--- config.mk ---
export PLATFORM = sky130hd
export DESIGN_NAME = alu_op_sequencer_flat
export DESIGN_NICKNAME = d
export VERILOG_FILES = /design/src/rtl/alu_pkg.sv /design/src/rtl/alu_op_sequencer_if.sv /design/src/rtl/alu_op_decode.sv /design/src/rtl/alu_op_sequencer.sv /design/src/flat_wrapper.sv
export SDC_FILE = /design/constraint.sdc
export NUM_CORES = 1
export LEC_CHECK = 0
export ABC_CLOCK_PERIOD_IN_PS = 1690
export BUFFER_PORTS_ARGS = -buffer_cell sky130_fd_sc_hd__buf_2
export CORE_MARGIN = 1
export CORE_UTILIZATION = 51
export DETAILED_ROUTE_END_ITERATION = 10
export PLACE_DENSITY = 0.85
export SLEW_MARGIN = 40
export SYNTH_ARGS = -nofsm -noshare
export SYNTH_HDL_FRONTEND = slang
export SYNTH_HIERARCHICAL = 1
export SYNTH_SLANG_ARGS = --single-unit
--- constraint.sdc ---
create_clock -name CLK -period 1.69 [get_ports CLK]
set_input_delay 0.169 -clock CLK [delete_from_list [all_inputs] [get_ports CLK]]
set_output_delay 0.169 -clock CLK [all_outputs]
set_load 0.005 [all_outputs]
--- src/rtl/alu_pkg.sv ---
// Shared ALU encodings: operation codes, ALUControl modes, function codes and
// the sequencer state encoding.
package alu_pkg;

    localparam logic [2:0] ALU_ADD   = 3'b000;
    localparam logic [2:0] ALU_SUB   = 3'b001;
    localparam logic [2:0] ALU_AND   = 3'b010;
    localparam logic [2:0] ALU_OR    = 3'b011;
    localparam logic [2:0] ALU_SLL   = 3'b100;
    localparam logic [2:0] ALU_SRL   = 3'b101;
    localparam logic [2:0] ALU_SLT   = 3'b110;
    localparam logic [2:0] ALU_PASSB = 3'b111;

    localparam logic [1:0] CTL_ADD    = 2'b00;
    localparam logic [1:0] CTL_SUB    = 2'b01;
    localparam logic [1:0] CTL_DECODE = 2'b10;
    localparam logic [1:0] CTL_PASSB  = 2'b11;

    localparam logic [3:0] FN_ADD = 4'b0000;
    localparam logic [3:0] FN_SUB = 4'b0001;
    localparam logic [3:0] FN_AND = 4'b0010;
    localparam logic [3:0] FN_OR  = 4'b0011;
    localparam logic [3:0] FN_SLL = 4'b0100;
    localparam logic [3:0] FN_SRL = 4'b0101;
    localparam logic [3:0] FN_SLT = 4'b0110;

    typedef enum logic [1:0] {
        ST_IDLE  = 2'b00,
        ST_EXEC  = 2'b01,
        ST_SHIFT = 2'b10
    } state_t;

endpackage

--- src/rtl/alu_op_sequencer_if.sv ---
// Request/response bundle between the multicycle control FSM (master) and
// the ALU op sequencer (slave).
interface alu_op_sequencer_if #(
    parameter int OPCODE_W = 4,
    parameter int SHAMT_W  = 4,
    parameter int ALUOP_W  = 3
);
    logic                Start;
    logic                Flush;
    logic [1:0]          ALUControl;
    logic [OPCODE_W-1:0] Opcode;
    logic [SHAMT_W-1:0]  ShiftAmt;
    logic [ALUOP_W-1:0]  ALUOpCode;
    logic                FeedbackSel;
    logic                ZeroB;
    logic                ResultValid;
    logic                Busy;
    logic                IllegalOp;

    modport master (
        output Start, Flush, ALUControl, Opcode, ShiftAmt,
        input  ALUOpCode, FeedbackSel, ZeroB, ResultValid, Busy, IllegalOp
    );

    modport slave (
        input  Start, Flush, ALUControl, Opcode, ShiftAmt,
        output ALUOpCode, FeedbackSel, ZeroB, ResultValid, Busy, IllegalOp
    );
endinterface

--- src/rtl/alu_op_decode.sv ---
// Combinational ALUControl/Opcode decode; shared with the single-cycle datapath.
module alu_op_decode
    import alu_pkg::*;
#(
    parameter int OPCODE_W = 4
) (
    input  logic [1:0]          i_alu_control,
    input  logic [OPCODE_W-1:0] i_opcode,
    output logic [2:0]          o_aluop,
    output logic                o_is_shift,
    output logic                o_illegal
);
    logic w_upper;

    assign w_upper = (i_opcode >> 4) != '0;

    always_comb begin
        o_aluop    = ALU_ADD;
        o_is_shift = 1'b0;
        o_illegal  = 1'b0;
        case (i_alu_control)
            CTL_ADD:   o_aluop = ALU_ADD;
            CTL_SUB:   o_aluop = ALU_SUB;
            CTL_PASSB: o_aluop = ALU_PASSB;
            default: begin
                if (w_upper) begin
                    o_aluop   = ALU_PASSB;
                    o_illegal = 1'b1;
                end else begin
                    case (i_opcode[3:0])
                        FN_ADD: o_aluop = ALU_ADD;
                        FN_SUB: o_aluop = ALU_SUB;
                        FN_AND: o_aluop = ALU_AND;
                        FN_OR:  o_aluop = ALU_OR;
                        FN_SLL: begin o_aluop = ALU_SLL; o_is_shift = 1'b1; end
                        FN_SRL: begin o_aluop = ALU_SRL; o_is_shift = 1'b1; end
                        FN_SLT: o_aluop = ALU_SLT;
                        default: begin
                            o_aluop   = ALU_PASSB;
                            o_illegal = 1'b1;
                        end
                    endcase
                end
            end
        endcase
    end
endmodule

--- src/rtl/alu_op_sequencer.sv ---
// Registered, handshaked ALU op sequencer: one request at a time, single-cycle
// ops in EXEC, shifts iterated one bit per cycle in SHIFT.
//
// state | meaning
// IDLE  | waiting for Start; outputs cleared, ALUOpCode holds last value
// EXEC  | one-cycle op, ResultValid high
// SHIFT | iterating shifter, counter holds remaining cycles
module alu_op_sequencer
    import alu_pkg::*;
#(
    parameter int OPCODE_W = 4,
    parameter int SHAMT_W  = 4
) (
    input  logic             CLK,
    input  logic             Reset_n,
    alu_op_sequencer_if.slave bus
);
    state_t             r_state;
    logic [SHAMT_W-1:0] r_cnt;
    logic [2:0]         r_aluop;
    logic               r_fb;
    logic               r_zerob;
    logic               r_valid;
    logic               r_busy;
    logic               r_illegal;

    logic [2:0]         w_aluop;
    logic               w_is_shift;
    logic               w_illegal;

    alu_op_decode #(.OPCODE_W(OPCODE_W)) u_decode (
        .i_alu_control (bus.ALUControl),
        .i_opcode      (bus.Opcode),
        .o_aluop       (w_aluop),
        .o_is_shift    (w_is_shift),
        .o_illegal     (w_illegal)
    );

    // Outputs are registered for the cycle being entered, so ResultValid of
    // the last shift is armed one iteration early (counter==2 or entry with 1).
    always_ff @(posedge CLK or negedge Reset_n) begin
        if (!Reset_n) begin
            r_state   <= ST_IDLE;
            r_cnt     <= '0;
            r_aluop   <= ALU_ADD;
            r_fb      <= 1'b0;
            r_zerob   <= 1'b0;
            r_valid   <= 1'b0;
            r_busy    <= 1'b0;
            r_illegal <= 1'b0;
        end else begin
            r_valid   <= 1'b0;
            r_illegal <= 1'b0;
            if (bus.Flush) begin
                r_state <= ST_IDLE;
                r_cnt   <= '0;
                r_fb    <= 1'b0;
                r_zerob <= 1'b0;
                r_busy  <= 1'b0;
            end else begin
                case (r_state)
                    ST_IDLE: begin
                        if (bus.Start) begin
                            r_busy <= 1'b1;
                            r_fb   <= 1'b0;
                            if (w_is_shift && bus.ShiftAmt != '0) begin
                                r_state <= ST_SHIFT;
                                r_cnt   <= bus.ShiftAmt;
                                r_aluop <= w_aluop;
                                r_zerob <= 1'b0;
                                r_valid <= (bus.ShiftAmt == SHAMT_W'(1));
                            end else if (w_is_shift) begin
                                r_state <= ST_EXEC;
                                r_aluop <= ALU_OR;
                                r_zerob <= 1'b1;
                                r_valid <= 1'b1;
                            end else begin
                                r_state   <= ST_EXEC;
                                r_aluop   <= w_aluop;
                                r_zerob   <= 1'b0;
                                r_valid   <= 1'b1;
                                r_illegal <= w_illegal;
                            end
                        end
                    end
                    ST_EXEC: begin
                        r_state <= ST_IDLE;
                        r_busy  <= 1'b0;
                        r_zerob <= 1'b0;
                        r_fb    <= 1'b0;
                    end
                    ST_SHIFT: begin
                        if (r_cnt == SHAMT_W'(1)) begin
                            r_state <= ST_IDLE;
                            r_cnt   <= '0;
                            r_busy  <= 1'b0;
                            r_fb    <= 1'b0;
                        end else begin
                            r_cnt   <= r_cnt - SHAMT_W'(1);
                            r_fb    <= 1'b1;
                            r_valid <= (r_cnt == SHAMT_W'(2));
                        end
                    end
                    default: begin
                        r_state <= ST_IDLE;
                        r_busy  <= 1'b0;
                    end
                endcase
            end
        end
    end

    assign bus.ALUOpCode   = r_aluop;
    assign bus.FeedbackSel = r_fb;
    assign bus.ZeroB       = r_zerob;
    assign bus.ResultValid = r_valid;
    assign bus.Busy        = r_busy;
    assign bus.IllegalOp   = r_illegal;
endmodule

--- src/flat_wrapper.sv ---
// flat-port wrapper written by rule: the top's interface ports become plain ports
module alu_op_sequencer_flat import alu_pkg::*;
#(
    parameter int OPCODE_W = 4,
    parameter int SHAMT_W  = 4
)
  (CLK, Reset_n, bus_Start, bus_Flush, bus_ALUControl, bus_Opcode, bus_ShiftAmt, bus_ALUOpCode, bus_FeedbackSel, bus_ZeroB, bus_ResultValid, bus_Busy, bus_IllegalOp);
  alu_op_sequencer_if #(.OPCODE_W(OPCODE_W), .SHAMT_W(SHAMT_W), .ALUOP_W(3)) bus_i ();
  input  logic CLK;
  input  logic Reset_n;
  input wire logic [$bits(bus_i.Start)-1:0] bus_Start;
  input wire logic [$bits(bus_i.Flush)-1:0] bus_Flush;
  input wire logic [$bits(bus_i.ALUControl)-1:0] bus_ALUControl;
  input wire logic [$bits(bus_i.Opcode)-1:0] bus_Opcode;
  input wire logic [$bits(bus_i.ShiftAmt)-1:0] bus_ShiftAmt;
  output wire logic [$bits(bus_i.ALUOpCode)-1:0] bus_ALUOpCode;
  output wire logic [$bits(bus_i.FeedbackSel)-1:0] bus_FeedbackSel;
  output wire logic [$bits(bus_i.ZeroB)-1:0] bus_ZeroB;
  output wire logic [$bits(bus_i.ResultValid)-1:0] bus_ResultValid;
  output wire logic [$bits(bus_i.Busy)-1:0] bus_Busy;
  output wire logic [$bits(bus_i.IllegalOp)-1:0] bus_IllegalOp;
  assign bus_i.Start = bus_Start;
  assign bus_i.Flush = bus_Flush;
  assign bus_i.ALUControl = bus_ALUControl;
  assign bus_i.Opcode = bus_Opcode;
  assign bus_i.ShiftAmt = bus_ShiftAmt;
  assign bus_ALUOpCode = bus_i.ALUOpCode;
  assign bus_FeedbackSel = bus_i.FeedbackSel;
  assign bus_ZeroB = bus_i.ZeroB;
  assign bus_ResultValid = bus_i.ResultValid;
  assign bus_Busy = bus_i.Busy;
  assign bus_IllegalOp = bus_i.IllegalOp;
  alu_op_sequencer #(.OPCODE_W(OPCODE_W), .SHAMT_W(SHAMT_W)) u_core (.CLK(CLK), .Reset_n(Reset_n), .bus(bus_i));
endmodule
==> report_table.html, run 1 <==
<table>
<tr><th>Metric</th><th>Value</th></tr>
<tr><th colspan="2">Detailed routing</th></tr>
<tr><td>Number of vias per cell</td><td>6.06</td></tr>
<tr><td>Residual antenna-violating net count after detailed routing</td><td>0</td></tr>
<tr><td>Routed WL</td><td>2.00 mm</td></tr>
<tr><td>First-pass iteration count of the detailed router</td><td>4</td></tr>
<tr><td>WL/cell</td><td>15.3 µm</td></tr>
<tr><td>Iter 0 DRT Violations</td><td>39</td></tr>
<tr><td>Via count of the routed design</td><td>794</td></tr>
<tr><td>Drt drc</td><td>0</td></tr>
<tr><th colspan="2">Timing</th></tr>
<tr><td>Final number of max-transition violations</td><td>0</td></tr>
<tr><td>Clock tree skew after final layout</td><td>0.00488 ns</td></tr>
<tr><td>Number of failing setup endpoints in the final timing report</td><td>0</td></tr>
<tr><td>Total Negative Setup Slacks</td><td>0 ns</td></tr>
<tr><td>Relative slew slack</td><td>0.758</td></tr>
<tr><td>Fin crit period</td><td>1.52 ns</td></tr>
<tr><td>Final number of hold-violating endpoints</td><td>0</td></tr>
<tr><td>RSZ-0062 raised after global routing</td><td>no</td></tr>
<tr><td>Final period util</td><td>0.898</td></tr>
<tr><td>Fmax</td><td>0.659 GHz</td></tr>
<tr><td>Slew @ Worst Pin</td><td>0.361 ns</td></tr>
<tr><th colspan="2">Clocking</th></tr>
<tr><td>TritonCTS clock tree</td><td>done</td></tr>
<tr><td>Number of buffers inserted during clock tree synthesis</td><td>3</td></tr>
<tr><td>Number of buffers between clock root and the deepest sink</td><td>2</td></tr>
<tr><td>Deepest level of the CTS H-tree</td><td>1</td></tr>
<tr><td>Quantity of gates resized following cts</td><td>0</td></tr>
<tr><td>Clock transition time at the flip-flop clock pins of the worst setup and hold paths</td><td>0.09 ns</td></tr>
<tr><td>Clock latency of the later-clocked register in the worst-skew pair</td><td>0.27 ns</td></tr>
<tr><td>Clk Tree Root Cell</td><td>clkbuf_4</td></tr>
<tr><td>Number of sinks driven by the clock tree</td><td>14</td></tr>
<tr><td>Number of buffers inserted by hold repair at cts</td><td>1</td></tr>
<tr><td>Post-CTS setup repair buffer count</td><td>0</td></tr>
<tr><th colspan="2">Logic synthesis</th></tr>
<tr><td>Yosys warning count</td><td>6</td></tr>
<tr><td>Async set-or-reset flop fraction in the synthesized netlist</td><td>1.00</td></tr>
<tr><td>Dominant cells by area after synthesis</td><td>dfrtp_1 (41%), nand2_1 (4.8%), ha_1 (4.4%)</td></tr>
<tr><td>Synth area leader</td><td>dfrtp_1</td></tr>
<tr><td>Top-area cell type share of the netlist area</td><td>0.408</td></tr>
<tr><td>Post-Synthesis Mean Instance Area</td><td>9.55 µm²</td></tr>
<tr><td>Share of synthesized area occupied by flip-flops and latches</td><td>0.408</td></tr>
<tr><td>Syn Nets</td><td>107</td></tr>
<tr><td>Number of enable flip-flop cells after synthesis</td><td>0</td></tr>
<tr><td>Most used DFF post-synth</td><td>dfrtp_1</td></tr>
<tr><td>Number of library cell types mapped by synthesis</td><td>35</td></tr>
<tr><td>Total standard cell area after synthesis</td><td>860 µm²</td></tr>
<tr><td>Seq cells post-synth</td><td>14</td></tr>
<tr><td>Synthesized netlist cell count</td><td>90</td></tr>
<tr><th colspan="2">Finish</th></tr>
<tr><td>Growth of design area from synthesis to finish</td><td>19.8%</td></tr>
<tr><td>Number of diodes added for antenna fixing</td><td>0</td></tr>
<tr><td>Layout cells sized above 1</td><td>0.322</td></tr>
<tr><td>Total Nets Final</td><td>133</td></tr>
<tr><th colspan="2">Critical path</th></tr>
<tr><td>Family with the most delay on the worst path</td><td>compound AO/OA/AOI/OAI gates</td></tr>
<tr><td>Crit path launch type</td><td>register</td></tr>
<tr><td>Maximum fanout along the worst path</td><td>4</td></tr>
<tr><td>Slowest stage cell, crit path</td><td>dfrtp_1</td></tr>
<tr><td>Arrival time at the worst endpoint</td><td>1.72 ns</td></tr>
<tr><td>Required time of the worst setup path</td><td>1.89 ns</td></tr>
<tr><td>Crit path kind</td><td>reg2reg</td></tr>
<tr><td>Delay of the slowest cell on the worst path</td><td>0.43 ns</td></tr>
<tr><td>Kind of end point of the critical path</td><td>register</td></tr>
<tr><td>Critical path buffer and inverter count</td><td>1</td></tr>
<tr><td>Critical-path cell list</td><td>inv_1 &gt; ha_1 &gt; nor2_1 &gt; mux2i_1 &gt; a211o_1 &gt; a21oi_1</td></tr>
<tr><th colspan="2">Pwr</th></tr>
<tr><td>Maximum vdd ir drop</td><td>0.000512 V</td></tr>
<tr><td>Total power density per cell area</td><td>703 mW/mm²</td></tr>
<tr><td>Reported leakage power</td><td>0.000485 µW</td></tr>
<tr><td>Total power consumption of the routed design</td><td>724 µW</td></tr>
<tr><th colspan="2">Global route</th></tr>
<tr><td>Pin count of the biggest net entering global routing</td><td>15</td></tr>
<tr><td>Global-route wire length before repair</td><td>3.28 mm</td></tr>
<tr><td>Total grt overflow</td><td>0</td></tr>
<tr><td>Total routing resource utilization after global routing</td><td>0.242</td></tr>
<tr><td>Number of global-route vias before repair</td><td>739</td></tr>
<tr><td>Antenna violations before repair</td><td>0</td></tr>
<tr><th colspan="2">Run</th></tr>
<tr><td>Number of maximum-capacitance constraint violations</td><td>0</td></tr>
<tr><th colspan="2">Floorplan</th></tr>
<tr><td>Number of top-level design ports</td><td>22</td></tr>
<tr><td>Initial Utilization</td><td>0.558</td></tr>
<tr><td>Site row count</td><td>14</td></tr>
<tr><td>Die ar.</td><td>0.00185 mm²</td></tr>
<tr><td>Chip Width</td><td>43.1 µm</td></tr>
<tr><td>Placeable core region</td><td>0.00154 mm²</td></tr>
<tr><td>Die height</td><td>43.1 µm</td></tr>
<tr><th colspan="2">Outcome</th></tr>
<tr><td>Run status</td><td>finished, final reports clean</td></tr>
<tr><th colspan="2">Hold path</th></tr>
<tr><td>Class of the tightest hold or removal check</td><td>in2reg</td></tr>
<tr><th colspan="2">Placed design</th></tr>
<tr><td>DP HPWL</td><td>1.46 mm</td></tr>
<tr><td>Routability cong.</td><td>0.842</td></tr>
<tr><td>Number of buffer cells added on primary ports</td><td>21</td></tr>
</table>
[layout by cell type (no fill, tap or decap), types with 2 or more instances in the layout]
master / Yosys / final
nand2b_1: 4 / 4
a21oi_1: 5 / 5
clkbuf_4: 0 / 3
ha_1: 3 / 3
nor3b_1: 2 / 2
a31oi_1: 2 / 2
o211ai_1: 2 / 2
dfrtp_1: 14 / 14
nor2_1: 9 / 9
nor3_1: 4 / 4
nor2b_1: 2 / 2
inv_1: 3 / 3
nor3_2: 2 / 2
buf_2: 1 / 21
nand2_1: 11 / 11
nand3_1: 4 / 4
o21ai_0: 3 / 3
[report_power, final]
group | internal (µW) | leakage [µW] | switching [µW] | total, µW
registers | 353 | 0.000188 | 13.9 | 367
clock network | 131 | 0.0000210 | 107 | 238
logic | 52.8 | 0.000276 | 65.9 | 119
total | 536 | 0.000485 | 187 | 724
[layer usage]
layer	wire, µm	share of wire	GRT usage	vias up
met5	0	0	0	-
met4	40	0.020	0.0848	0
met3	126	0.063	0.0511	6
met2	1020	0.51	0.418	31
met1	814	0.41	0.298	380
li1	-	-	-	377
[cell type report]
cell class | count | area [µm²]
Fill cell | 121 | 512
Multi-Input combinational cell | 71 | 489
Sequential cell | 14 | 350
Timing Repair Buffer | 23 | 123
Clock buffer | 4 | 36.3
Tap cell | 16 | 20.0
Inverter | 3 | 11.3
[Yosys cell counts, types with 2 or more instances]
library cell  count
inv_1             3
nor2_1            9
a21oi_1           5
ha_1              3
nand2_1          11
o21ai_0           3
nor2b_1           2
nand3_1           4
nor3_2            2
a31oi_1           2
o211ai_1          2
nand2b_1          4
nor3_1            4
nor3b_1           2
dfrtp_1          14
[per-stage QoR]
step | hold slack [ns] | setup WS, ns | utilization | instances | area, µm²
final | 0.183 | 0.172 | 0.668 | 131 | 1030
after global routing | 0.197 | 0.0858 | 0.668 | 131 | 1030
after CTS | 0.179 | 0.188 | 0.668 | 131 | 1030
after detailed placement | 0.0789 | 0.124 | 0.638 | 126 | 983
after global placement | 0.0789 | 0.177 | 0.638 | 126 | 983
after floorplan | -0.127 | 0.287 | - | 90 | 860
[path summary, 6_finish.rpt]
check,end,cells after the start,slack [ns],startpoint
max,u_core/r_cnt[3]$_DFFE_PN0P_,6,0.17,u_core/r_cnt[1]$_DFFE_PN0P_
min,u_core/r_cnt[0]$_DFFE_PN0P_,2,0.18,bus_Flush
max reg2reg,u_core/r_cnt[3]$_DFFE_PN0P_,6,0.17,u_core/r_cnt[1]$_DFFE_PN0P_
min reg2reg,u_core/bus.ALUOpCode[0]$_DFFE_PN0P_,2,0.51,u_core/bus.ALUOpCode[0]$_DFFE_PN0P_
max in group asynchronous,u_core/bus.ALUOpCode[1]$_DFFE_PN0P_,2,1.14,Reset_n
min in group asynchronous,u_core/r_cnt[0]$_DFFE_PN0P_,2,0.31,Reset_n
[cell families (layout without fill, tap and decap cells)]
| logic type | after synthesis | after routing | synth area share |
|---|---|---|---|
| flops | 14 | 14 | 0.408 |
| buf+inv | 5 | 30 | 0.0233 |
| simple gates | 43 | 43 | 0.266 |
| fa+ha+maj | 3 | 3 | 0.0437 |
| compound gates | 24 | 24 | 0.247 |
| mux | 1 | 1 | 0.0116 |
[registers in the layout, summed over array words and instances, names as in the netlist]
name	count
u_core/bus.ZeroB	1
u_core/r_state	2
u_core/bus.FeedbackSel	1
u_core/bus.IllegalOp	1
u_core/bus.ResultValid	1
u_core/bus.ALUOpCode	3
u_core/r_cnt	4
u_core/bus.Busy	1
(Power assumes the default switching activity.)
==> run 2: changes to the inputs <==
SETUP_SLACK_MARGIN = 0.5   (was unset)
==> run 2 against run 1 <==
Compared with the run above: non-clock buffer count up 13; register-to-register slack better by 0.21 ns; sequential power about the same; largest cell class unchanged; critical path type unchanged; global-route usage up 5.2 points; hold slack better by 0.043 ns; clock power up 2%; setup slack better by 0.21 ns; die area unchanged; largest power group unchanged; maximum frequency up 16%; sequential share of layout area down 5.5 points.
==> report_table.html, run 2 (synthesis gave the netlist of run 1 again) <==
<table>
<tr><th>Metric</th><th>Value</th></tr>
<tr><th colspan="2">Outcome</th></tr>
<tr><td>Run status</td><td>finished, final reports clean</td></tr>
<tr><th colspan="2">Floorplan</th></tr>
<tr><td>Number of top-level design ports</td><td>22 (unchanged)</td></tr>
<tr><td>Initial Utilization</td><td>0.558 (unchanged)</td></tr>
<tr><td>Site row count</td><td>14 (unchanged)</td></tr>
<tr><td>Die height</td><td>43.1 µm (unchanged)</td></tr>
<tr><td>Chip Width</td><td>43.1 µm (unchanged)</td></tr>
<tr><td>Placeable core region</td><td>0.00154 mm² (unchanged)</td></tr>
<tr><td>Die ar.</td><td>0.00185 mm² (unchanged)</td></tr>
<tr><th colspan="2">Placed design</th></tr>
<tr><td>DP HPWL</td><td>1.49 mm (+1.6%)</td></tr>
<tr><td>Routability cong.</td><td>0.852 (+1.2%)</td></tr>
<tr><td>Worst-case setup slack after placement</td><td>0.189 ns (+0.0653 ns)</td></tr>
<tr><td>Number of buffer cells added on primary ports</td><td>21 (unchanged)</td></tr>
<tr><th colspan="2">Critical path</th></tr>
<tr><td>Crit path kind</td><td>reg2reg</td></tr>
<tr><td>Arrival time at the worst endpoint</td><td>1.51 ns (-0.21 ns)</td></tr>
<tr><td>R2R Path End</td><td>u_core/r_cnt[3]$_DFFE_PN0P_</td></tr>
<tr><td>Delay of the slowest cell on the worst path</td><td>0.48 ns (+0.05 ns)</td></tr>
<tr><td>Required time of the worst setup path</td><td>1.89 ns (about the same)</td></tr>
<tr><td>Count of cells along the worst register-to-register path</td><td>4 (-2)</td></tr>
<tr><td>Family with the most delay on the worst path</td><td>compound AO/OA/AOI/OAI gates</td></tr>
<tr><td>Slowest stage cell, crit path</td><td>dfrtp_2</td></tr>
<tr><td>Crit path launch type</td><td>register</td></tr>
<tr><td>Critical path buffer and inverter count</td><td>0 (-1)</td></tr>
<tr><td>Kind of end point of the critical path</td><td>register</td></tr>
<tr><td>Flop2flop setup slack</td><td>0.39 ns (+0.21 ns)</td></tr>
<tr><td>Maximum fanout along the worst path</td><td>7 (+3)</td></tr>
<tr><td>Startpoint of the most critical register-to-register path</td><td>u_core/r_state[0]$_DFFE_PN0P_</td></tr>
<tr><td>Critical-path cell list</td><td>nand2b_4 &gt; o21a_4 &gt; a211o_1 &gt; a21oi_1</td></tr>
<tr><th colspan="2">Global route</th></tr>
<tr><td>Total grt overflow</td><td>0 (unchanged)</td></tr>
<tr><td>Antenna violations before repair</td><td>0 (unchanged)</td></tr>
<tr><td>Total routing resource utilization after global routing</td><td>0.294 (+0.0519)</td></tr>
<tr><td>Pin count of the biggest net entering global routing</td><td>15 (unchanged)</td></tr>
<tr><td>Number of global-route vias before repair</td><td>892 (+21%)</td></tr>
<tr><td>Global-route wire length before repair</td><td>4.02 mm (+22%)</td></tr>
<tr><th colspan="2">Timing</th></tr>
<tr><td>Fmax</td><td>0.767 GHz (+16%)</td></tr>
<tr><td>Final period util</td><td>0.772 (-0.127)</td></tr>
<tr><td>RSZ-0062 raised after global routing</td><td>yes</td></tr>
<tr><td>Hold slack</td><td>0.226 ns (+0.0429 ns)</td></tr>
<tr><td>Total Negative Setup Slacks</td><td>0 ns (unchanged)</td></tr>
<tr><td>Fin crit period</td><td>1.30 ns (-0.214 ns)</td></tr>
<tr><td>Clock tree skew after final layout</td><td>0.00607 ns (+0.00120 ns)</td></tr>
<tr><td>Relative slew slack</td><td>0.682 (-0.0762)</td></tr>
<tr><td>Number of failing setup endpoints in the final timing report</td><td>0 (unchanged)</td></tr>
<tr><td>Final number of hold-violating endpoints</td><td>0 (unchanged)</td></tr>
<tr><td>Final number of max-transition violations</td><td>0 (unchanged)</td></tr>
<tr><td>Slew @ Worst Pin</td><td>0.475 ns (+0.114 ns)</td></tr>
<tr><td>Setup WS post-layout</td><td>0.386 ns (+0.214 ns)</td></tr>
<tr><th colspan="2">Clocking</th></tr>
<tr><td>Clk Tree Root Cell</td><td>clkbuf_4</td></tr>
<tr><td>Number of sinks driven by the clock tree</td><td>14 (unchanged)</td></tr>
<tr><td>Clock transition time at the flip-flop clock pins of the worst setup and hold paths</td><td>0.09 ns (about the same)</td></tr>
<tr><td>Deepest level of the CTS H-tree</td><td>1 (unchanged)</td></tr>
<tr><td>Number of buffers between clock root and the deepest sink</td><td>2 (unchanged)</td></tr>
<tr><td>Clock latency of the later-clocked register in the worst-skew pair</td><td>0.28 ns (about the same)</td></tr>
<tr><td>TritonCTS clock tree</td><td>done</td></tr>
<tr><td>Number of buffers inserted during clock tree synthesis</td><td>3 (unchanged)</td></tr>
<tr><th colspan="2">Pwr</th></tr>
<tr><td>Reported leakage power</td><td>0.000574 µW (+18%)</td></tr>
<tr><td>Maximum vdd ir drop</td><td>0.000697 V (+36%)</td></tr>
<tr><td>Total power consumption of the routed design</td><td>770 µW (+6.4%)</td></tr>
<tr><td>Total power density per cell area</td><td>620 mW/mm² (-12%)</td></tr>
<tr><th colspan="2">Hold path</th></tr>
<tr><td>End point of the worst hold path</td><td>u_core/bus.Busy$_DFFE_PN0P_</td></tr>
<tr><td>Class of the tightest hold or removal check</td><td>in2reg</td></tr>
<tr><td>Launch point of the worst hold path</td><td>bus_Flush</td></tr>
<tr><td>Worst Hold Depth</td><td>2 (unchanged)</td></tr>
<tr><th colspan="2">Finish</th></tr>
<tr><td>Layout cells sized above 1</td><td>0.547 (+0.225)</td></tr>
<tr><td>Number of diodes added for antenna fixing</td><td>0 (unchanged)</td></tr>
<tr><td>Fill count</td><td>95 (-21%)</td></tr>
<tr><td>Growth of design area from synthesis to finish</td><td>44.4%</td></tr>
<tr><td>Register name with the most flops</td><td>u_core/r_cnt</td></tr>
<tr><td>Largest register FFs</td><td>4 (unchanged)</td></tr>
<tr><td>Most frequent standard cell in the layout excluding fill and tap cells</td><td>buf_2</td></tr>
<tr><td>Commonest cells after routing, fill and taps aside</td><td>buf_2 (21), dfrtp_1 (11), nand2_1 (10)</td></tr>
<tr><td>Total Nets Final</td><td>146 (+9.8%)</td></tr>
<tr><th colspan="2">Detailed routing</th></tr>
<tr><td>Drt drc</td><td>0 (unchanged)</td></tr>
<tr><td>Iter 0 DRT Violations</td><td>17 (-56%)</td></tr>
<tr><td>Routed WL</td><td>2.36 mm (+18%)</td></tr>
<tr><td>Number of vias per cell</td><td>5.84 (-3.6%)</td></tr>
<tr><td>Residual antenna-violating net count after detailed routing</td><td>0 (unchanged)</td></tr>
<tr><td>First-pass iteration count of the detailed router</td><td>4 (unchanged)</td></tr>
<tr><td>Via count of the routed design</td><td>841 (+5.9%)</td></tr>
<tr><td>WL/cell</td><td>16.4 µm (+7.2%)</td></tr>
<tr><th colspan="2">Run</th></tr>
<tr><td>Number of maximum-capacitance constraint violations</td><td>0 (unchanged)</td></tr>
</table>
==> run 2: cell types whose count changed in the layout (fill, tap and decap cells not counted), moves of 3 or more <==
cell / before / now
dfrtp_2: 0 / 3
buf_6: 0 / 5
dfrtp_1: 14 / 11
buf_4: 1 / 9
==> run 2: metrics by stage <==
step	instances	utilization	instance area, µm²
floorplan	90	-	881
global placement	126	0.650	1000
detailed placement	126	0.650	1000
CTS	142	0.765	1180
global route	144	0.805	1240
finish	144	0.805	1240
==> run 2: final cells by class <==
class / instances / area, µm² / share of cell area
tap: 16 / 20.0 / 0.0161
multi-input combinational: 71 / 581 / 0.468
clock buffer: 4 / 36.3 / 0.0292
timing repair buffer: 36 / 239 / 0.193
inverter: 3 / 11.3 / 0.00907
sequential: 14 / 354 / 0.285
==> run 2: report_power, final <==
| group | internal [µW] | leakage, µW | switching [µW] |
|---|---|---|---|
| Sequential | 353 | 0.000183 | 15.4 |
| Clock | 131 | 0.0000210 | 113 |
| Combinational | 75.5 | 0.000370 | 82.6 |
==> run 2: metal layers <==
| metal | up-vias | GRT usage | share of wire |
|---|---|---|---|
| met5 | - | 0 | 0 |
| met4 | 0 | 0.0727 | 0 |
| met3 | 0 | 0.0383 | 0.044 |
| met2 | 30 | 0.536 | 0.53 |
| met1 | 410 | 0.365 | 0.43 |
| li1 | 401 | - | - |
==> run 2: repair_timing <==
| action | CTS | global route |
|---|---|---|
| pin swaps | 6 | 8 |
| buffers inserted | 11 | 2 |
| hold buffers | 1 | 0 |
| hold endpoints to repair | 14 | 0 |
| gates resized for setup | 13 | 15 |
| setup endpoints to repair | 12 | 14 |
==> run 2: worst max-delay path by stage <==
stage,startpoint,to,slack [ns],cells past startpoint
after floorplan,bus_Opcode[3],u_core/r_cnt[3]$_DFFE_PN0P_,0.42,6
after global placement,bus_Opcode[3],u_core/r_cnt[2]$_DFFE_PN0P_,0.25,7
after detailed placement,bus_Opcode[3],u_core/r_cnt[3]$_DFFE_PN0P_,0.19,7
after CTS,u_core/r_cnt[2]$_DFFE_PN0P_,u_core/r_cnt[3]$_DFFE_PN0P_,0.40,4
after global routing,u_core/r_cnt[0]$_DFFE_PN0P_,u_core/bus.ResultValid$_DFF_PN0_,0.30,5
final,u_core/r_state[0]$_DFFE_PN0P_,u_core/r_cnt[3]$_DFFE_PN0P_,0.39,4
==> run 3: changes to the inputs <==
ABC_AREA = 1   (was unset)
ABC_CLOCK_PERIOD_IN_PS = 1200   (was 1690)
CORE_UTILIZATION = 50   (was 51)
PLACE_DENSITY = 0.84   (was 0.85)
clock period = 1.2 ns   (was 1.69 ns; I/O delays follow)
==> run 3 against run 2 <==
Compared with the run above: the flow now finishes with violations (setup timing); setup slack worse by 0.48 ns; clock power is 44% higher; non-clock buffer count is 5 higher; via count is 31% higher; sequential power is 53% higher.
==> report_table.html, run 3 <==
<table>
<tr><th>Metric</th><th>Value</th></tr>
<tr><th colspan="2">Outcome</th></tr>
<tr><td>Run status</td><td>finished, violations left</td></tr>
<tr><td>Violated checks</td><td>setup timing</td></tr>
<tr><th colspan="2">Pwr</th></tr>
<tr><td>Comb pwr share</td><td>0.354 (+0.149)</td></tr>
<tr><td>Switching share of total power</td><td>0.346 (+0.0727)</td></tr>
<tr><td>Switching Power</td><td>490 µW (+130%)</td></tr>
<tr><td>Reported leakage power</td><td>0.000746 µW (+30%)</td></tr>
<tr><td>Total power consumption of the routed design</td><td>1420 µW (+84%)</td></tr>
<tr><td>Maximum vdd ir drop</td><td>0.000749 V (+7.5%)</td></tr>
<tr><td>Total power density per cell area</td><td>1050 mW/mm² (+70%)</td></tr>
<tr><td>Power share of the sequential group</td><td>0.399 (-0.080)</td></tr>
<tr><td>Internal power</td><td>927 µW (+66%)</td></tr>
<tr><td>Clock group share of total power</td><td>0.248 (-0.068)</td></tr>
<tr><th colspan="2">Logic synthesis</th></tr>
<tr><td>Synthesized netlist cell count</td><td>124 (+38%)</td></tr>
<tr><td>Most common cell in the synthesized netlist</td><td>nand2_1</td></tr>
<tr><td>Syn Nets</td><td>141 (+32%)</td></tr>
<tr><td>Seq cells post-synth</td><td>14 (unchanged)</td></tr>
<tr><td>Top-area cell type share of the netlist area</td><td>0.412 (+0.00420)</td></tr>
<tr><td>Most used DFF post-synth</td><td>dfrtp_1</td></tr>
<tr><td>Yosys warning count</td><td>6 (unchanged)</td></tr>
<tr><td>Async set-or-reset flop fraction in the synthesized netlist</td><td>1.00 (unchanged)</td></tr>
<tr><td>Share of synthesized area occupied by flip-flops and latches</td><td>0.412 (+0.00420)</td></tr>
<tr><td>Synth area leader</td><td>dfrtp_1</td></tr>
<tr><td>Number of enable flip-flop cells after synthesis</td><td>0 (unchanged)</td></tr>
<tr><td>Dominant cells by area after synthesis</td><td>dfrtp_1 (41%), nand2_1 (20%), nor2_1 (6.6%)</td></tr>
<tr><td>Total standard cell area after synthesis</td><td>851 µm² (-1.0%)</td></tr>
<tr><td>Number of library cell types mapped by synthesis</td><td>18 (-49%)</td></tr>
<tr><td>Post-Synthesis Mean Instance Area</td><td>6.86 µm² (-28%)</td></tr>
<tr><td>Leading post-synthesis cells by instance count</td><td>nand2_1 (46), nor2_1 (15), dfrtp_1 (14), inv_1 (14)</td></tr>
<tr><th colspan="2">Clocking</th></tr>
<tr><td>Number of sinks driven by the clock tree</td><td>14 (unchanged)</td></tr>
<tr><td>Clock latency of the later-clocked register in the worst-skew pair</td><td>0.29 ns (about the same)</td></tr>
<tr><td>Deepest level of the CTS H-tree</td><td>1 (unchanged)</td></tr>
<tr><td>Clock transition time at the flip-flop clock pins of the worst setup and hold paths</td><td>0.10 ns (about the same)</td></tr>
<tr><td>Number of buffers between clock root and the deepest sink</td><td>2 (unchanged)</td></tr>
<tr><td>TritonCTS clock tree</td><td>done</td></tr>
<tr><td>Clk Tree Root Cell</td><td>clkbuf_4</td></tr>
<tr><td>Number of buffers inserted during clock tree synthesis</td><td>3 (unchanged)</td></tr>
<tr><th colspan="2">Floorplan</th></tr>
<tr><td>Site row count</td><td>14 (unchanged)</td></tr>
<tr><td>Die ar.</td><td>0.00187 mm² (+0.91%)</td></tr>
<tr><td>Placeable core region</td><td>0.00154 mm² (unchanged)</td></tr>
<tr><td>Number of top-level design ports</td><td>22 (unchanged)</td></tr>
<tr><td>Die height</td><td>43.3 µm (+0.45%)</td></tr>
<tr><td>Chip Width</td><td>43.3 µm (+0.45%)</td></tr>
<tr><td>Initial Utilization</td><td>0.552 (-0.00568)</td></tr>
<tr><th colspan="2">Finish</th></tr>
<tr><td>Largest register FFs</td><td>4 (unchanged)</td></tr>
<tr><td>Total Nets Final</td><td>187 (+28%)</td></tr>
<tr><td>Layout cells sized above 1</td><td>0.521 (-0.0262)</td></tr>
<tr><td>Sequential cell area</td><td>353 µm² (-0.35%)</td></tr>
<tr><td>Commonest cells after routing, fill and taps aside</td><td>nand2_1 (31), buf_2 (21)</td></tr>
<tr><td>Fill count</td><td>75 (-21%)</td></tr>
<tr><td>Number of diodes added for antenna fixing</td><td>0 (unchanged)</td></tr>
<tr><td>Register name with the most flops</td><td>u_core/r_cnt</td></tr>
<tr><td>Most frequent standard cell in the layout excluding fill and tap cells</td><td>nand2_1</td></tr>
<tr><td>Growth of design area from synthesis to finish</td><td>58.4%</td></tr>
<tr><td>Non-filler cells in the finished layout</td><td>185 (+28%)</td></tr>
<tr><td>Multi-input gate area</td><td>587 µm² (+1.1%)</td></tr>
<tr><th colspan="2">Global route</th></tr>
<tr><td>Global-route wire length before repair</td><td>4.04 mm (+0.52%)</td></tr>
<tr><td>Pin count of the biggest net entering global routing</td><td>15 (unchanged)</td></tr>
<tr><td>Total grt overflow</td><td>0 (unchanged)</td></tr>
<tr><td>Number of global-route vias before repair</td><td>893 (+0.11%)</td></tr>
<tr><td>Total routing resource utilization after global routing</td><td>0.300 (+0.00544)</td></tr>
<tr><td>Global routing's busiest layer</td><td>met2</td></tr>
<tr><td>Met3 track demand over resource</td><td>0.0596 (+0.0213)</td></tr>
<tr><td>GRT met2 Usage</td><td>0.501 (-0.0349)</td></tr>
<tr><td>Met1 usage in global routing</td><td>0.362 (-0.00248)</td></tr>
<tr><td>Antenna violations before repair</td><td>0 (unchanged)</td></tr>
<tr><th colspan="2">Critical path</th></tr>
<tr><td>Library cell appearing most often on the critical path</td><td>nand2_4</td></tr>
<tr><td>Maximum fanout along the worst path</td><td>6 (-1)</td></tr>
<tr><td>Required time of the worst setup path</td><td>1.40 ns (-0.49 ns)</td></tr>
<tr><td>Delay of the slowest cell on the worst path</td><td>0.47 ns (about the same)</td></tr>
<tr><td>Crit path launch type</td><td>register</td></tr>
<tr><td>Critical path buffer and inverter count</td><td>2 (+2)</td></tr>
<tr><td>Family with the most delay on the worst path</td><td>flip-flops</td></tr>
<tr><td>Kind of end point of the critical path</td><td>register</td></tr>
<tr><td>Slowest stage cell, crit path</td><td>dfrtp_2</td></tr>
<tr><td>Critical-path cell list</td><td>buf_6 &gt; nor2_4 &gt; nand2_4 &gt; inv_6 &gt; nand2_4 &gt; o21ai_2</td></tr>
<tr><td>Arrival time at the worst endpoint</td><td>1.50 ns (about the same)</td></tr>
<tr><td>Crit path kind</td><td>reg2reg</td></tr>
<tr><th colspan="2">Timing</th></tr>
<tr><td>Relative slew slack</td><td>0.772 (+0.0904)</td></tr>
<tr><td>Hold slack</td><td>0.200 ns (-0.0266 ns)</td></tr>
<tr><td>Slew @ Worst Pin</td><td>0.340 ns (-0.135 ns)</td></tr>
<tr><td>Number of failing setup endpoints in the final timing report</td><td>13 (+13)</td></tr>
<tr><td>Final number of max-transition violations</td><td>0 (unchanged)</td></tr>
<tr><td>Final number of hold-violating endpoints</td><td>0 (unchanged)</td></tr>
<tr><td>Setup WS post-layout</td><td>-0.0992 ns (-0.485 ns)</td></tr>
<tr><td>RSZ-0062 raised after global routing</td><td>yes</td></tr>
<tr><td>Clock tree skew after final layout</td><td>0.00797 ns (+0.00190 ns)</td></tr>
<tr><td>Fmax</td><td>0.770 GHz (+0.39%)</td></tr>
<tr><td>Final period util</td><td>1.08 (+0.311)</td></tr>
<tr><td>Fin crit period</td><td>1.30 ns (-0.00508 ns)</td></tr>
<tr><th colspan="2">Detailed routing</th></tr>
<tr><td>WL/cell</td><td>17.5 µm (+6.5%)</td></tr>
<tr><td>Iter 0 DRT Violations</td><td>70 (+53)</td></tr>
<tr><td>First-pass iteration count of the detailed router</td><td>6 (+2)</td></tr>
<tr><td>Routed WL</td><td>3.23 mm (+37%)</td></tr>
<tr><td>Residual antenna-violating net count after detailed routing</td><td>0 (unchanged)</td></tr>
<tr><td>Via count of the routed design</td><td>1098 (+31%)</td></tr>
<tr><td>Drt drc</td><td>0 (unchanged)</td></tr>
<tr><td>Number of vias per cell</td><td>5.94 (+1.6%)</td></tr>
<tr><th colspan="2">Placed design</th></tr>
<tr><td>Instance count after placement with tap cells included</td><td>163 (+29%)</td></tr>
<tr><td>Number of buffer cells added on primary ports</td><td>21 (unchanged)</td></tr>
<tr><td>DP HPWL</td><td>1.56 mm (+4.8%)</td></tr>
<tr><td>Routability cong.</td><td>0.890 (+4.5%)</td></tr>
<tr><th colspan="2">Run</th></tr>
<tr><td>Number of maximum-capacitance constraint violations</td><td>0 (unchanged)</td></tr>
<tr><th colspan="2">Hold path</th></tr>
<tr><td>Class of the tightest hold or removal check</td><td>in2reg</td></tr>
</table>
-- run 3: metal layers --
layer  vias up  routed length, µm
li1        474                  -
met1       505               1230
met2        95               1540
met3        24                305
met4         0                153
met5         -                  0
-- run 3: cells by family after synthesis --
logic type | after synthesis | share of synthesized area
flip-flops | 14 | 0.412
AND/OR/NAND/NOR | 77 | 0.375
AO/OA/AOI/OAI | 13 | 0.0882
buffers and inverters | 16 | 0.0706
XOR/XNOR | 1 | 0.0103
adder cells (fa/ha/maj) | 3 | 0.0441
-- run 3: worst register-to-register path, stage by stage (launching register included) --
cell and delay (ns):
dfrtp_2 0.47, buf_6 0.14, nor2_4 0.18, nand2_4 0.13, inv_6 0.10, nand2_4 0.05, o21ai_2 0.15
-- run 3: final cells by class --
type	count	share of cell area
Sequential cell	14	0.262
Tap cell	16	0.0149
Multi-Input combinational cell	94	0.435
Timing Repair Buffer	41	0.211
Inverter	16	0.0501
Clock buffer	4	0.0269
-- run 3: path summary, 6_finish.rpt --
kind | startpoint | endpoint | slack [ns] | cells after the start
min reg2reg | u_core/bus.Busy$_DFFE_PN0P_ | u_core/bus.Busy$_DFFE_PN0P_ | 0.51 | 2
max | u_core/r_state[1]$_DFFE_PN0P_ | u_core/bus.ALUOpCode[2]$_DFFE_PN0P_ | -0.1 | 6
max in group asynchronous | Reset_n | u_core/r_cnt[0]$_DFFE_PN0P_ | 0.69 | 2
max reg2reg | u_core/r_state[1]$_DFFE_PN0P_ | u_core/bus.ALUOpCode[2]$_DFFE_PN0P_ | -0.1 | 6
min in group asynchronous | Reset_n | u_core/r_cnt[2]$_DFFE_PN0P_ | 0.25 | 2
min | bus_Flush | u_core/r_cnt[3]$_DFFE_PN0P_ | 0.20 | 4
-- run 3: timing repair --
| action | 4_1_cts | 5_1_grt |
|---|---|---|
| setup buffers | 11 | 6 |
| hold buffers | 1 | 0 |
| hold endpoints to repair | 14 | 0 |
| gates resized for setup | 20 | 28 |
| pin swaps | 13 | 9 |
| setup endpoints to repair | 22 | 22 |
-- run 3: through the flow --
step                      setup slack (ns)  setup TNS, ns  utilization  instance area, µm²
after floorplan                      0.137              0            -                 878
after global placement             0.00108              0        0.661                1020
after detailed placement            0.0115              0        0.661                1020
after CTS                           0.0104              0        0.789                1220
after global routing                -0.112          -1.03        0.874                1350
final                              -0.0992         -0.775        0.874                1350
-- run 3: power by group through the flow --
stage	clock (µW)	combinational [µW]	sequential (µW)
6_report	351	501	565
5_1_grt	375	530	569
4_1_cts	340	389	556
3_5_place_dp	0	304	563
3_3_place_gp	0	296	561
2_1_floorplan	0	184	562
